## config.mk

```make
export PLATFORM = sky130hd
export DESIGN_NAME = uart_tx_datapath
export DESIGN_NICKNAME = d
export VERILOG_FILES = /design/src/rtl/uart_tx_datapath.sv
export SDC_FILE = /design/constraint.sdc
export NUM_CORES = 1
export LEC_CHECK = 0
export ABC_AREA = 1
export BUFFER_PORTS_ARGS = -buffer_cell sky130_fd_sc_hd__buf_4
export CORE_MARGIN = 1
export CORE_UTILIZATION = 40
export DETAILED_ROUTE_END_ITERATION = 8
export GPL_ROUTABILITY_DRIVEN = 0
export GPL_TIMING_DRIVEN = 0
export HOLD_SLACK_MARGIN = 0.08
export PLACE_DENSITY = 0.6
export SYNTH_ARGS = -nofsm -noshare
export SYNTH_HDL_FRONTEND = slang
export SYNTH_SLANG_ARGS = --single-unit
```

## constraint.sdc

```tcl
create_clock -name clk -period 1.5 [get_ports clk]
set_input_delay 0 -clock clk [delete_from_list [all_inputs] [get_ports clk]]
set_output_delay 0 -clock clk [all_outputs]
set_load 0.02 [all_outputs]
```

## src/rtl/uart_tx_datapath.sv

```systemverilog
// uart_tx_datapath: UART transmitter datapath, downstream of the TX FSM.
// Latches the payload and parity settings on load, shifts data out LSB-first
// and drives the registered serial line.
// Ports:
//   clk           UART TX clock (one bit per cycle)
//   reset_n       asynchronous active-low reset
//   p_data_in     parallel payload, sampled on load
//   data_valid_in payload strobe shared with the FSM
//   par_en_in     parity enable, latched for status
//   par_typ_in    parity type, 0 even / 1 odd, latched on load
//   ser_en_in     FSM in DATA, advance the serializer
//   mux_sel_in    line select: 0 idle/stop, 1 start, 2 data, 3 parity
//   ser_done_out  last data bit is on its way this cycle (combinational)
//   tx_out        registered serial line
module uart_tx_datapath #(
  parameter int DATA_WIDTH = 8
) (
  input  logic                  clk,
  input  logic                  reset_n,
  input  logic [DATA_WIDTH-1:0] p_data_in,
  input  logic                  data_valid_in,
  input  logic                  par_en_in,
  input  logic                  par_typ_in,
  input  logic                  ser_en_in,
  input  logic [1:0]            mux_sel_in,
  output logic                  ser_done_out,
  output logic                  tx_out
);
  localparam int CW = (DATA_WIDTH > 1) ? $clog2(DATA_WIDTH) : 1;
  localparam logic [CW-1:0] LAST = CW'(DATA_WIDTH - 1);
  logic [DATA_WIDTH-1:0] shreg;
  logic [CW-1:0]         bit_cnt;
  logic                  par_x_q;
  logic                  par_typ_q;
  logic                  par_en_q;
  logic                  par_q;
  logic                  load;
  logic                  tx_d;
  // Loads only while the FSM is in IDLE or STOP; valid elsewhere is ignored.
  assign load         = data_valid_in && (mux_sel_in == 2'd0);
  assign ser_done_out = ser_en_in && (bit_cnt == LAST);
  // Data reduction and type are held apart; their XOR is the parity bit.
  assign par_q        = par_x_q ^ par_typ_q;
  always_comb
    tx_d = (mux_sel_in == 2'd0) ? 1'b1 :
           (mux_sel_in == 2'd1) ? 1'b0 :
           (mux_sel_in == 2'd2) ? shreg[0] : par_q;
  always_ff @(posedge clk or negedge reset_n)
    if (!reset_n) begin
      tx_out    <= 1'b1;
      shreg     <= '0;
      bit_cnt   <= '0;
      par_x_q   <= 1'b0;
      par_typ_q <= 1'b0;
      par_en_q  <= 1'b0;
    end else begin
      tx_out  <= tx_d;
      bit_cnt <= (ser_en_in && !ser_done_out) ? bit_cnt + CW'(1) : '0;
      if (load) begin
        shreg     <= p_data_in;
        par_x_q   <= ^p_data_in;
        par_typ_q <= par_typ_in;
        par_en_q  <= par_en_in;
      end else if (ser_en_in) begin
        shreg <= shreg >> 1;
      end
    end
  // A parity phase is only legal for a frame loaded with parity enabled.
  a_par_sel: assert property (@(posedge clk) disable iff (!reset_n)
    (mux_sel_in == 2'd3) |-> par_en_q);
endmodule

```

==> metrics.md <==
| Metric | Value |
|---|---|
| Die area | `2178 sq um` |
| Clock Sinks | `14` |
| Cells after synthesis | `110` |
| Critical path peak fanout | `2` |
| Filler cell count | `182` |
| Worst-path clk slew | `0.08 ns` |
| Multi-input gate area | `360.3 sq um` |
| P&R area growth vs syn | `38.87%` |
| Final nets | `161` |
| H-tree levels | `1` |
| Initial antenna violation count | `0` |
| Post-route clock period utilization | `0.9101` |
| HPWL after detailed placement | `1125 um` |
| Vias | `753` |
| Fin crit period | `1.365 ns` |
| Pin slew with the least headroom to its limit | `0.1971 ns` |
| Buffers on Ports | `15` |
| I/O pin count | `18` |
| Post-route cell area | `1109 sq um` |
| WL/cell | `9.910 um` |
| Storage element area | `351.6 sq um` |
| Max cap viols | `0` |
| Leak | `0.6091 nW` |
| Hold Fails Final Rpt | `0` |
| Fraction of layout cells with a size suffix above 1 | `0.2324` |
| Synth cell types | `18` |
| WP data arrival | `1.59 ns` |
| Area of the core | `1802 sq um` |
| Die Wd | `46.67 um` |
| Worst hold path type | `input pin to async pin` |
| Met2 Usage GRT | `0.2944` |
| Max Freq | `732.6 MHz` |
| Run status | `complete, no violations` |
| Avg Cell Area, Syn | `7.257 sq um` |
| GRT overflow | `0` |
| VDD IR max | `0.6210 mV` |
| Busiest grt layer | `met2` |
| Initial core utilization | `0.4431` |
| GRT Resource Usage Total | `0.1877` |
| Initial DRC Count | `11` |
| Req. time, crit path | `1.73 ns` |
| CTS Buf Count | `3` |
| Fin. max-slew vios | `0` |
| First-pass GRT wire length | `2794 um` |
| GR Layer Usage met1 | `0.2482` |
| Sequential share of the synthesized area | `0.4404` |
| Row count | `15` |
| Yosys reg bits | `14` |
| CP endpoint kind | `register` |
| Clk_skew | `0.001580 ns` |
| Largest net degree at the start of global routing | `15` |
| Final core utilization | `0.6153` |
| Placed Area | `942.2 sq um` |
| Setup_tns | `0 ns` |
| CP Launch Type | `register` |
| Drt first pass iters | `4` |
| DIE HEIGHT | `46.67 um` |
| Unrepaired setup endpoints after global routing | `false` |
| Synth warn | `0` |
| Clock root buffer | `clkbuf_4` |
| Post-detailed-route count of antenna-violating nets | `0` |
| Setup-failing EPs final | `0` |
| Cts repair resizes | `0` |
| DRT Wirelength | `1655 um` |
| Crit Path Category | `register to register` |
| Pwr/cell area | `860.2 nW/um^2` |
| Syn nets | `128` |
| Worst-Skew Late Latency | `0.28 ns` |
| CTS tree | `built` |
| Routed vias/inst | `4.509` |
| Mapped Area | `798.3 sq um` |
| Diode count | `0` |
| DRC viols | `0` |
| Slew HR | `0.8677` |
| Vias in the first global route | `666` |
| Max Root-Sink Buffers | `2` |
| Routing usage on met3 | `0.05882` |
worst max-delay path: stages (launching register included):
cell and delay [ns]:
dfrtp_1 0.40, xnor2_1 0.14, o31ai_1 0.19, dlygate4sd3_1 0.58
cell type report:
class	instances	area share
sequential	14	0.3172
timing repair buffer	28	0.2190
tap	25	0.02822
buffer	3	0.01806
multi-input combinational	76	0.3251
inverter	17	0.05982
clock buffer	4	0.03273
path summary, 6_finish.rpt:
kind	startpoint	to	slack [ns]	cells after the start
worst min-delay path	reset_n	bit_cnt[2]	0.1	2
worst min register to register	bit_cnt[0]	bit_cnt[0]	0.45	1
max in group asynchronous	reset_n	tx_out	1.17	2
min in group clk	data_valid_in	par_typ_q	0.23	5
worst max-delay path	par_typ_q	tx_out	0.13	3
worst max register to register	par_typ_q	tx_out	0.13	3
layout by cell type, fill, tap and decap left out, drive strengths merged, types with 2 or more instances in the layout:
master	instances
dfrtp	13
nand3	8
a31oi	5
nor2	12
buf	18
xnor2	2
ha	2
o21ai	2
clkbuf	4
nand2	42
inv	17
dlygate4sd3	13
cell usage after synthesis:
| cell | instances | area share |
|---|---|---|
| a31oi_1 | 5 | 0.039 |
| buf_2 | 1 | 0.0063 |
| buf_4 | 2 | 0.019 |
| dfrtp_1 | 13 | 0.41 |
| dfstp_2 | 1 | 0.033 |
| ha_1 | 2 | 0.031 |
| inv_1 | 12 | 0.056 |
| inv_2 | 4 | 0.019 |
| inv_4 | 1 | 0.0078 |
| nand2_1 | 42 | 0.20 |
| nand3_1 | 8 | 0.050 |
| nor2_1 | 8 | 0.038 |
| nor2_2 | 4 | 0.031 |
| o211ai_1 | 1 | 0.0094 |
| o21ai_0 | 2 | 0.013 |
| o31ai_1 | 1 | 0.0094 |
| or2_4 | 1 | 0.011 |
| xnor2_1 | 2 | 0.022 |
repair_timing:
item,in CTS,in global routing
hold buffers,13,0
buffers inserted,0,0
hold endpoints to repair,24,0
stage by stage:
| stage | total power [W] | hold slack (ns) | worst slack, ns | std cells |
|---|---|---|---|---|
| finish | 0.0009536 | 0.09532 | 0.1349 | 167 |
| floorplan | 0.0005905 | -0.2956 | 0.3606 | 110 |
| CTS | 0.0009628 | 0.09949 | 0.1623 | 167 |
| global placement | 0.0006582 | -0.1420 | 0.3264 | 150 |
| detailed placement | 0.0006631 | -0.1424 | 0.2910 | 150 |
| global route | 0.001023 | 0.1090 | 0.1042 | 167 |
per-layer routing:
layer	vias to the layer above	part of all wire
met5	-	0
met4	0	0.0066
met3	2	0.044
li1	400	-
met2	17	0.47
met1	334	0.48
sequential cells by signal, indices dropped and copies added (netlist names):
name,count
bit_cnt,3
par_typ_q,1
par_x_q,1
shreg,8
tx_out,1
power breakdown:
| group | internal (W) | leakage, nW | total (W) | switching [W] |
|---|---|---|---|---|
| sequential | 0.000432 | 0.175 | 0.000458 | 0.0000255 |
| clock | 0.000148 | 0.0210 | 0.000268 | 0.000121 |
| combinational | 0.000117 | 0.413 | 0.000228 | 0.000111 |
kinds of logic after synthesis:
group | count (synthesis) | share of synthesized area
buffers and inverters | 20 | 0.1081
DFF | 14 | 0.4404
and+or+nand+nor | 63 | 0.3276
xor gates and xnor gates | 2 | 0.02195
adders and majority gates | 2 | 0.03134
AOI/OAI and AO/OA | 9 | 0.07054
Note: power is estimated with default switching activity, not from simulation.
